**src/rtl/frogger_game_state_pkg.sv**
```systemverilog
// Shared constants for the frogger game-state slice: state encoding, row
// constants and score/lives widths used by the position controller and display.
package frogger_game_state_pkg;

  localparam int SCORE_W          = 7;
  localparam int LIVES_W          = 3;
  localparam int HIT_CNT_W        = 8;
  localparam int DEFAULT_GOAL_ROW = 0;
  localparam int START_ROW        = 31;

  typedef enum logic [1:0] {
    ST_IDLE    = 2'd0,
    ST_PLAYING = 2'd1,
    ST_HIT     = 2'd2,
    ST_OVER    = 2'd3
  } game_state_t;

  // Saturating score increment; callers guarantee max fits in SCORE_W bits.
  function automatic logic [SCORE_W-1:0] score_inc(input logic [SCORE_W-1:0] score,
                                                    input logic [SCORE_W-1:0] max);
    return (score >= max) ? max : score + SCORE_W'(1);
  endfunction

endpackage

```
**src/rtl/frogger_game_state_if.sv**
```systemverilog
// Bundle between the frog draw/position stage and the game-state controller.
// The slave side is the game-state controller itself.
interface frogger_game_state_if #(
  parameter int ROW_W = 6
);
  import frogger_game_state_pkg::*;

  logic               i_Start;
  logic               i_Frame_Tick;
  logic               i_Draw_Frogger;
  logic               i_Draw_Car;
  logic [ROW_W-1:0]   i_Frogger_Y;

  logic               o_Game_Active;
  logic               o_Frog_Reset;
  logic [SCORE_W-1:0] o_Score;
  logic [LIVES_W-1:0] o_Lives;
  logic               o_Hit_Flash;
  logic               o_Game_Over;
  logic [1:0]         o_State;

  modport master (
    output i_Start, i_Frame_Tick, i_Draw_Frogger, i_Draw_Car, i_Frogger_Y,
    input  o_Game_Active, o_Frog_Reset, o_Score, o_Lives, o_Hit_Flash,
           o_Game_Over, o_State
  );

  modport slave (
    input  i_Start, i_Frame_Tick, i_Draw_Frogger, i_Draw_Car, i_Frogger_Y,
    output o_Game_Active, o_Frog_Reset, o_Score, o_Lives, o_Hit_Flash,
           o_Game_Over, o_State
  );

endinterface

```
**src/rtl/frogger_edge_det.sv**
```systemverilog
// Rising-edge detector: registers the previous level sample and flags a
// low-to-high transition in the cycle the input first reads high.
module frogger_edge_det (
  input  logic i_Clk,
  input  logic i_Rst_L,
  input  logic i_Level,
  output logic o_Rise
);

  logic level_q;

  always_ff @(posedge i_Clk or negedge i_Rst_L) begin
    if (!i_Rst_L) begin
      level_q <= 1'b0;
    end else begin
      level_q <= i_Level;
    end
  end

  assign o_Rise = i_Level & ~level_q;

endmodule

```
**src/rtl/frogger_game_state.sv**
```systemverilog
// Frogger game-state controller: collision/goal detection once per frame,
// score and lives bookkeeping, and the IDLE/PLAYING/HIT/OVER sequence.
module frogger_game_state
  import frogger_game_state_pkg::*;
#(
  parameter int LIVES_INIT = 3,
  parameter int SCORE_MAX  = 99,
  parameter int HIT_FRAMES = 60,
  parameter int GOAL_ROW   = DEFAULT_GOAL_ROW,
  parameter int ROW_W      = 6
) (
  input logic                  i_Clk,
  input logic                  i_Rst_L,
  frogger_game_state_if.slave  gs
);

  localparam logic [LIVES_W-1:0]   LIVES_RST = LIVES_W'(LIVES_INIT);
  localparam logic [SCORE_W-1:0]   SCORE_SAT = SCORE_W'(SCORE_MAX);
  localparam logic [HIT_CNT_W-1:0] HIT_LOAD  = HIT_CNT_W'(HIT_FRAMES);
  localparam logic [ROW_W-1:0]     GOAL_Y    = ROW_W'(GOAL_ROW);

  game_state_t          state;
  logic [HIT_CNT_W-1:0] hit_cnt;
  logic                 coll_latch;
  logic                 start_rise;

  frogger_edge_det u_start_edge (
    .i_Clk   (i_Clk),
    .i_Rst_L (i_Rst_L),
    .i_Level (gs.i_Start),
    .o_Rise  (start_rise)
  );

  // Every PLAYING exit happens on a frame tick, so the tick clear also
  // covers clearing the latch on state exit.
  always_ff @(posedge i_Clk or negedge i_Rst_L) begin
    if (!i_Rst_L) begin
      state            <= ST_IDLE;
      hit_cnt          <= '0;
      coll_latch       <= 1'b0;
      gs.o_Score       <= '0;
      gs.o_Lives       <= LIVES_RST;
      gs.o_Game_Active <= 1'b0;
      gs.o_Frog_Reset  <= 1'b0;
      gs.o_Hit_Flash   <= 1'b0;
      gs.o_Game_Over   <= 1'b0;
    end else begin
      gs.o_Frog_Reset <= 1'b0;

      if (gs.i_Frame_Tick) begin
        coll_latch <= 1'b0;
      end else if (state == ST_PLAYING && gs.i_Draw_Frogger && gs.i_Draw_Car) begin
        coll_latch <= 1'b1;
      end

      case (state)
        ST_IDLE, ST_OVER: begin
          if (start_rise) begin
            state            <= ST_PLAYING;
            gs.o_Score       <= '0;
            gs.o_Lives       <= LIVES_RST;
            gs.o_Frog_Reset  <= 1'b1;
            gs.o_Game_Active <= 1'b1;
            gs.o_Game_Over   <= 1'b0;
          end
        end

        ST_PLAYING: begin
          if (gs.i_Frame_Tick) begin
            if (coll_latch && gs.o_Lives == LIVES_W'(1)) begin
              state            <= ST_OVER;
              gs.o_Lives       <= '0;
              gs.o_Game_Active <= 1'b0;
              gs.o_Game_Over   <= 1'b1;
            end else if (coll_latch) begin
              state            <= ST_HIT;
              gs.o_Lives       <= gs.o_Lives - LIVES_W'(1);
              hit_cnt          <= HIT_LOAD;
              gs.o_Game_Active <= 1'b0;
              gs.o_Hit_Flash   <= 1'b1;
            end else if (gs.i_Frogger_Y == GOAL_Y) begin
              gs.o_Score      <= score_inc(gs.o_Score, SCORE_SAT);
              gs.o_Frog_Reset <= ~gs.o_Frog_Reset;
            end
          end
        end

        ST_HIT: begin
          if (gs.i_Frame_Tick) begin
            if (hit_cnt == HIT_CNT_W'(1)) begin
              state            <= ST_PLAYING;
              hit_cnt          <= '0;
              gs.o_Frog_Reset  <= 1'b1;
              gs.o_Game_Active <= 1'b1;
              gs.o_Hit_Flash   <= 1'b0;
            end else begin
              hit_cnt <= hit_cnt - HIT_CNT_W'(1);
            end
          end
        end

        default: state <= ST_IDLE;
      endcase
    end
  end

  assign gs.o_State = state;

endmodule
```
**src/flat_wrapper.sv**
```systemverilog
// flat-port wrapper written by rule: the top's interface ports become plain ports
module frogger_game_state_flat import frogger_game_state_pkg::*;
#(
  parameter int LIVES_INIT = 3,
  parameter int SCORE_MAX  = 99,
  parameter int HIT_FRAMES = 60,
  parameter int GOAL_ROW   = DEFAULT_GOAL_ROW,
  parameter int ROW_W      = 6
)
  (i_Clk, i_Rst_L, gs_i_Start, gs_i_Frame_Tick, gs_i_Draw_Frogger, gs_i_Draw_Car, gs_i_Frogger_Y, gs_o_Game_Active, gs_o_Frog_Reset, gs_o_Score, gs_o_Lives, gs_o_Hit_Flash, gs_o_Game_Over, gs_o_State);
  frogger_game_state_if #(.ROW_W(ROW_W)) gs_i ();
  input logic i_Clk;
  input logic i_Rst_L;
  input wire logic [$bits(gs_i.i_Start)-1:0] gs_i_Start;
  input wire logic [$bits(gs_i.i_Frame_Tick)-1:0] gs_i_Frame_Tick;
  input wire logic [$bits(gs_i.i_Draw_Frogger)-1:0] gs_i_Draw_Frogger;
  input wire logic [$bits(gs_i.i_Draw_Car)-1:0] gs_i_Draw_Car;
  input wire logic [$bits(gs_i.i_Frogger_Y)-1:0] gs_i_Frogger_Y;
  output wire logic [$bits(gs_i.o_Game_Active)-1:0] gs_o_Game_Active;
  output wire logic [$bits(gs_i.o_Frog_Reset)-1:0] gs_o_Frog_Reset;
  output wire logic [$bits(gs_i.o_Score)-1:0] gs_o_Score;
  output wire logic [$bits(gs_i.o_Lives)-1:0] gs_o_Lives;
  output wire logic [$bits(gs_i.o_Hit_Flash)-1:0] gs_o_Hit_Flash;
  output wire logic [$bits(gs_i.o_Game_Over)-1:0] gs_o_Game_Over;
  output wire logic [$bits(gs_i.o_State)-1:0] gs_o_State;
  assign gs_i.i_Start = gs_i_Start;
  assign gs_i.i_Frame_Tick = gs_i_Frame_Tick;
  assign gs_i.i_Draw_Frogger = gs_i_Draw_Frogger;
  assign gs_i.i_Draw_Car = gs_i_Draw_Car;
  assign gs_i.i_Frogger_Y = gs_i_Frogger_Y;
  assign gs_o_Game_Active = gs_i.o_Game_Active;
  assign gs_o_Frog_Reset = gs_i.o_Frog_Reset;
  assign gs_o_Score = gs_i.o_Score;
  assign gs_o_Lives = gs_i.o_Lives;
  assign gs_o_Hit_Flash = gs_i.o_Hit_Flash;
  assign gs_o_Game_Over = gs_i.o_Game_Over;
  assign gs_o_State = gs_i.o_State;
  frogger_game_state #(.LIVES_INIT(LIVES_INIT), .SCORE_MAX(SCORE_MAX), .HIT_FRAMES(HIT_FRAMES), .GOAL_ROW(GOAL_ROW), .ROW_W(ROW_W)) u_core (.i_Clk(i_Clk), .i_Rst_L(i_Rst_L), .gs(gs_i));
endmodule
```
**config.mk**
```make
export PLATFORM = sky130hd
export DESIGN_NAME = frogger_game_state_flat
export DESIGN_NICKNAME = d
export VERILOG_FILES = /design/src/rtl/frogger_game_state_pkg.sv /design/src/rtl/frogger_game_state_if.sv /design/src/rtl/frogger_edge_det.sv /design/src/rtl/frogger_game_state.sv /design/src/flat_wrapper.sv
export SDC_FILE = /design/constraint.sdc
export NUM_CORES = 1
export LEC_CHECK = 0
export ABC_AREA = 1
export CAP_MARGIN = 20
export CORE_MARGIN = 4
export CORE_UTILIZATION = 50
export CTS_CLUSTER_DIAMETER = 30
export CTS_CLUSTER_SIZE = 8
export DETAILED_ROUTE_END_ITERATION = 10
export PLACE_DENSITY_LB_ADDON = 0.05
export SLEW_MARGIN = 25
export SYNTH_ARGS = -nofsm -noshare
export SYNTH_HDL_FRONTEND = slang
export SYNTH_SLANG_ARGS = --single-unit
```
**constraint.sdc**
```tcl
create_clock -name i_Clk -period 2.9 [get_ports i_Clk]
set_input_delay 0.58 -clock i_Clk [delete_from_list [all_inputs] [get_ports i_Clk]]
set_output_delay 0.58 -clock i_Clk [all_outputs]
set_load 0.02 [all_outputs]
```
Yosys cells after proc, flatten, opt, wreduce, memory -nomap -nowiden
Cells that the tools add are included.

word-level totals
  bits in read-only memories = 0
  latch bits = 0
  memory bits (writable) = 0
  register bits after elaboration = 26
  input port bits = 12
  logic and storage cells = 99
  output and inout port bits = 16
  memories = 0

cells by class
  eq/ne operators = 15
  bitwise gates (word level) = 3
  reduce and logical (&&, ||, !) cells = 15
  $lt $le $gt $ge = 1
  div/mod/pow operators = 0
  add/subtract/negate cells = 3
  multipliers = 0
  shifts and indexed selects = 0
  mux-type cells = 52

operators by type and width
  kind                   number
  $mux W7                6
  $mux W8                5
  $mux W1                23
  $pmux W8 S2            1
  $pmux W7 S2            1
  $mux W2                6
  $mux W3                4
  $ne A2 B2 Y1 const B   6
  $reduce_and A6 Y1      2
  $reduce_and A5 Y1      2
  $eq A8 B1 Y1 const B   1
  $reduce_and A4 Y1      2
  $sub A8 B1 Y8 const B  1
  $add A7 B1 Y7 const B  1
  $ge A7 B7 Y1 const B   1
  $logic_not A6 Y1       1
  $ne A2 B1 Y1 const B   3
  $pmux W1 S3            2
  $pmux W2 S3            1
  $pmux W3 S2            1
  $reduce_bool A2 Y1     3
  $eq A2 B2 Y1 const B   2
  $pmux W1 S2            2
  $eq A3 B1 Y1 const B   1
  8 further kinds        11

Longest topological paths before layout
  depth after elaboration = 7
  mapped depth = 10
  gate-level depth less buffers = 10

Hierarchy
Synthesis repeated with hierarchy kept, for this count alone.

second synthesis, totals
  cell total of the unflattened synthesis = 231
  area, all modules = 1659.1 um^2

by module, submodules not included
  module              sequential area each (um^2)  instances  area each (um^2)  cells an instance
  frogger_game_state  628.1                        1          1624.1            228
  frogger_edge_det    25.0                         1          35.0              3

Worst setup path after synthesis
No wires, ideal clock.

  kind = register to register
  from = register u_core.state[1], in the netlist u_core.gs.o_State[1]
  to = register u_core.gs.o_Score[4]
  stages on the path, launching flop included = 10
  clock period less this slack = 1536 ps
  path slack = 1364 ps
  setup time = 128 ps
  buffers on the path = 1
  data arrival time = 1408 ps
  required time = 2772 ps
  cells stage by stage = dfrtp_1 > inv_1 > ha_1 > buf_6 > nand2_1 > nand2_2 > nor2_4 > o21ai_4 > nand2_1 > o21ai_1

on the way
  word-level cells in the longest chain between the ends = 4

RTL lines
  what                                                          line                         text
  start, declared                                               frogger_game_state.sv:22     game_state_t state;
  start signal, assigned                                        frogger_game_state.sv:38     state <= ST_IDLE;
  start signal, assigned                                        frogger_game_state.sv:59     state <= ST_PLAYING;
  start signal, assigned                                        frogger_game_state.sv:71     state <= ST_OVER;
  $eq A2 B2 Y1 or $logic_not A2 Y1 (tied branches)              frogger_game_state.sv:56     case (state)
  $reduce_or A2 Y1                                              frogger_game_state.sv:56
  $ne A2 B1 Y1 (no line) or $reduce_bool A2 Y1 (tied branches)  -
  $reduce_and A6 Y1 (no line)                                   -
  end signal, assigned                                          frogger_game_state.sv:82     gs.o_Score <= score_inc(gs.o_Score, SCORE_SAT);
  end, declared                                                 frogger_game_state_if.sv:30  output o_Game_Active, o_Frog_Reset, o_Score, o_Lives, o_Hit_Flash,

Parallel ways exist; a longest one is shown, timed or not.
A chain may end at the register's enable or synchronous reset.

Worst setup path after layout
  from = register u_core.gs.o_Lives[0]
  to = output gs_o_Lives[0]

RTL lines
  what                    line                         text
  start, declared         frogger_game_state_if.sv:30
  start signal, assigned  frogger_game_state.sv:77     gs.o_Lives <= gs.o_Lives - LIVES_W'(1);
  end, declared           flat_wrapper.sv:22           output wire logic [$bits(gs_i.o_Lives)-1:0] gs_o_Lives;

No word-level cell between the ends.

==> qor.yml <==
fillers: 290
path_depth: 1
wl_microns: 3200
place_inst: 290
ir_drop_mv: 0.564
grt_pass1_vias: 1282
finalSetupTns_ns: 0
synth_cell_types: 22
yosysTopAreaCell: "dfrtp_1"
status: "finished clean"
synth-seq-cells: 26
yosys_warnings: 0
vias_per_cell: 4.84
leakage_uw: 0.000983
drc: 0
syn_nets: 238
grt_max_degree: 27
die_h_microns: 64.5
cts_setup_buffers: 0
holdPathEnd: "u_core.gs.o_Lives[0]"
gp_congestion: 0.854
register_area_sq_um: 653
p_int_uw: 861
cp_top_family: "buffers and inverters"
power_frac_comb: 0.572
grt_antenna_before_repair: 0
synthArstFlopShare: 1.00
grt_pass1_wl_microns: 5810
rr_worst_depth: 10
maxSlewViolCount: 0
cts_tree: "done"
dp_hpwl_microns: 2470
required_ns: 2.32
num_vias: 1424
multi_input_area_sq_um: 803
num_rows: 20
cts_root_buf: "clkbuf_4"
p_per_area_nw_per_um2: 850
worstHoldPathCells: 2
slew_headroom: 0.662
r2r_setup_slack_ns: 1.08
synth_common_cells: "nand2_1, inv_1, dfrtp_1"
syn_area_per_cell_sq_um: 7.28
syn_inst: 219
yosysMostFrequentCell: "nand2_1"
wl_per_cell_microns: 10.9
die_w_microns: 64.5
dieArea_sq_um: 4160
rr_endpoint: "u_core.gs.o_State[1]"
place_area_sq_um: 1920
diodes: 0
cp_slowest_cell: "clkdlybuf4s50_1"
ctsHoldBuffers: 0
final_area_sq_um: 1940
syn_to_final_growth_pct: 21.8
initial_core_util: 0.523
crit_chain: "clkdlybuf4s50_1"
period_needed_ns: 2.07
final_cells: 294
setup_viol: 0
min-delay-start: "u_core.gs.o_Lives[0]"
first_pass_iters: 4
drv_cap: 0
cts_sinks: 26
r2r-start: "u_core.gs.o_State[1]"
drt_iter0_markers: 55
critical_path_class: "reg2out"
ant_nets: 0
rsz0062_at_grt: "false"
critical_path_buf_inv_count: 1
fin_nets: 270
io_pins: 28
max_freq_ghz: 0.483
power_frac_seq: 0.331
sw_frac_of_total: 0.478
cp_max_fo: 4
numCtsBuffers: 3
p_sw_uw: 790
cp-start-kind: "register"
hold_viol: 0
clk-insertion-delay-late_ns: 0.32
pwr-share-clk: 0.097
synth-edff-count: 0
synth_top_area_frac: 0.376
synth.area.top_cells: "dfrtp_1, nand2_1, inv_1, ha_1, nor2_1"
netlist_area_sq_um: 1600
finalCritPeriodShare: 0.714
cpPeakStageDelay_ns: 0.60
track_usage: 0.176
cts_buffer_depth: 2
worst_pin_slew_ns: 0.506
worstSetupEndpointType: "primary output"
overflow: 0
cts_resized: 0
htreeDepth: 1
final_layout_size_suffix_gt1_frac: 0.0960
path_clk_slew_ns: 0.13
core_area_sq_um: 3050
ys_seq_area_frac: 0.409
crit_arrival_ns: 1.49
synth-main-ff-cell: "dfrtp_1"
hp-class: "reg2reg"
fin_skew_ns: 0.00643
portBuffers: 27
[metrics by stage]
| step | hold WS (ns) | worst slack (ns) | power, uW | utilization |
|---|---|---|---|---|
| 2_1_floorplan | 0.284 | 1.36 | 1250 | - |
| 6_report | 0.509 | 0.829 | 1650 | 0.636 |
| 5_1_grt | 0.532 | 0.765 | 1840 | 0.636 |
| 3_3_place_gp | 0.474 | 1.06 | 1490 | 0.628 |
| 3_5_place_dp | 0.476 | 1.02 | 1500 | 0.628 |
| 4_1_cts | 0.513 | 0.813 | 1670 | 0.636 |
[placed cells by master (no fill, tap or decap), types with 3 or more instances in the layout]
cell type / synthesis / routed
a21oi_1: 3 / 3
clkbuf_4: 0 / 3
clkdlybuf4s50_1: 0 / 27
dfrtp_1: 24 / 24
ha_1: 7 / 7
inv_1: 30 / 30
inv_2: 4 / 4
nand2_1: 68 / 68
nand3_1: 14 / 14
nand4_1: 6 / 6
nor2_1: 21 / 21
nor2_2: 3 / 3
o21ai_0: 8 / 8
o21ai_1: 15 / 15
[state kept, by name (all words and copies together) (netlist names)]
signal,cells
u_core.u_start_edge.level_q,1
u_core.gs.o_Game_Over,1
u_core.gs.o_Hit_Flash,1
u_core.gs.o_Game_Active,1
u_core.hit_cnt,8
u_core.gs.o_State,2
u_core.coll_latch,1
u_core.gs.o_Score,7
u_core.gs.o_Frog_Reset,1
u_core.gs.o_Lives,3
[power by group through the flow]
stage / Sequential [uW] / Clock, uW / Combinational [uW]
3_3_place_gp: 554 / 0 / 938
6_report: 547 / 160 / 945
4_1_cts: 548 / 168 / 953
2_1_floorplan: 598 / 0 / 656
3_5_place_dp: 554 / 0 / 951
5_1_grt: 566 / 186 / 1080
[final cells by class]
cell class | instances | area share
multi-input cells | 158 | 0.413
repair buffers | 28 | 0.143
clock buffers | 4 | 0.0135
inverters | 34 | 0.0657
flip-flops and latches | 26 | 0.336
well taps | 44 | 0.0283
[worst max-delay path by stage]
stage,startpoint,slack [ns],end
2_1_floorplan,u_core.gs.o_State[1],1.36,u_core.gs.o_Score[4]
3_3_place_gp,gs_i_Frame_Tick,1.06,u_core.gs.o_Score[4]
3_5_place_dp,gs_i_Frame_Tick,1.02,u_core.gs.o_Score[4]
4_1_cts,u_core.gs.o_Lives[0],0.81,gs_o_Lives[0]
5_1_grt,u_core.gs.o_Lives[0],0.76,gs_o_Lives[0]
6_report,u_core.gs.o_Lives[0],0.83,gs_o_Lives[0]
[logic make-up after synthesis]
logic type / after synthesis / synth area share
buffers and inverters: 35 / 0.0871
XOR/XNOR: 2 / 0.0110
adder cells (fa/ha/maj): 7 / 0.0549
AND/OR/NAND/NOR: 120 / 0.335
flip-flops: 26 / 0.409
AO/OA/AOI/OAI: 29 / 0.103
[per-layer routing]
| layer | routed length [microns] | track usage | up-vias |
|---|---|---|---|
| li1 | - | - | 755 |
| met2 | 1470 | 0.264 | 27 |
| met5 | 0 | 0 | - |
| met4 | 42 | 0.0554 | 0 |
| met3 | 129 | 0.0243 | 4 |
| met1 | 1560 | 0.260 | 638 |
Power figures use the tool's default switching activity.
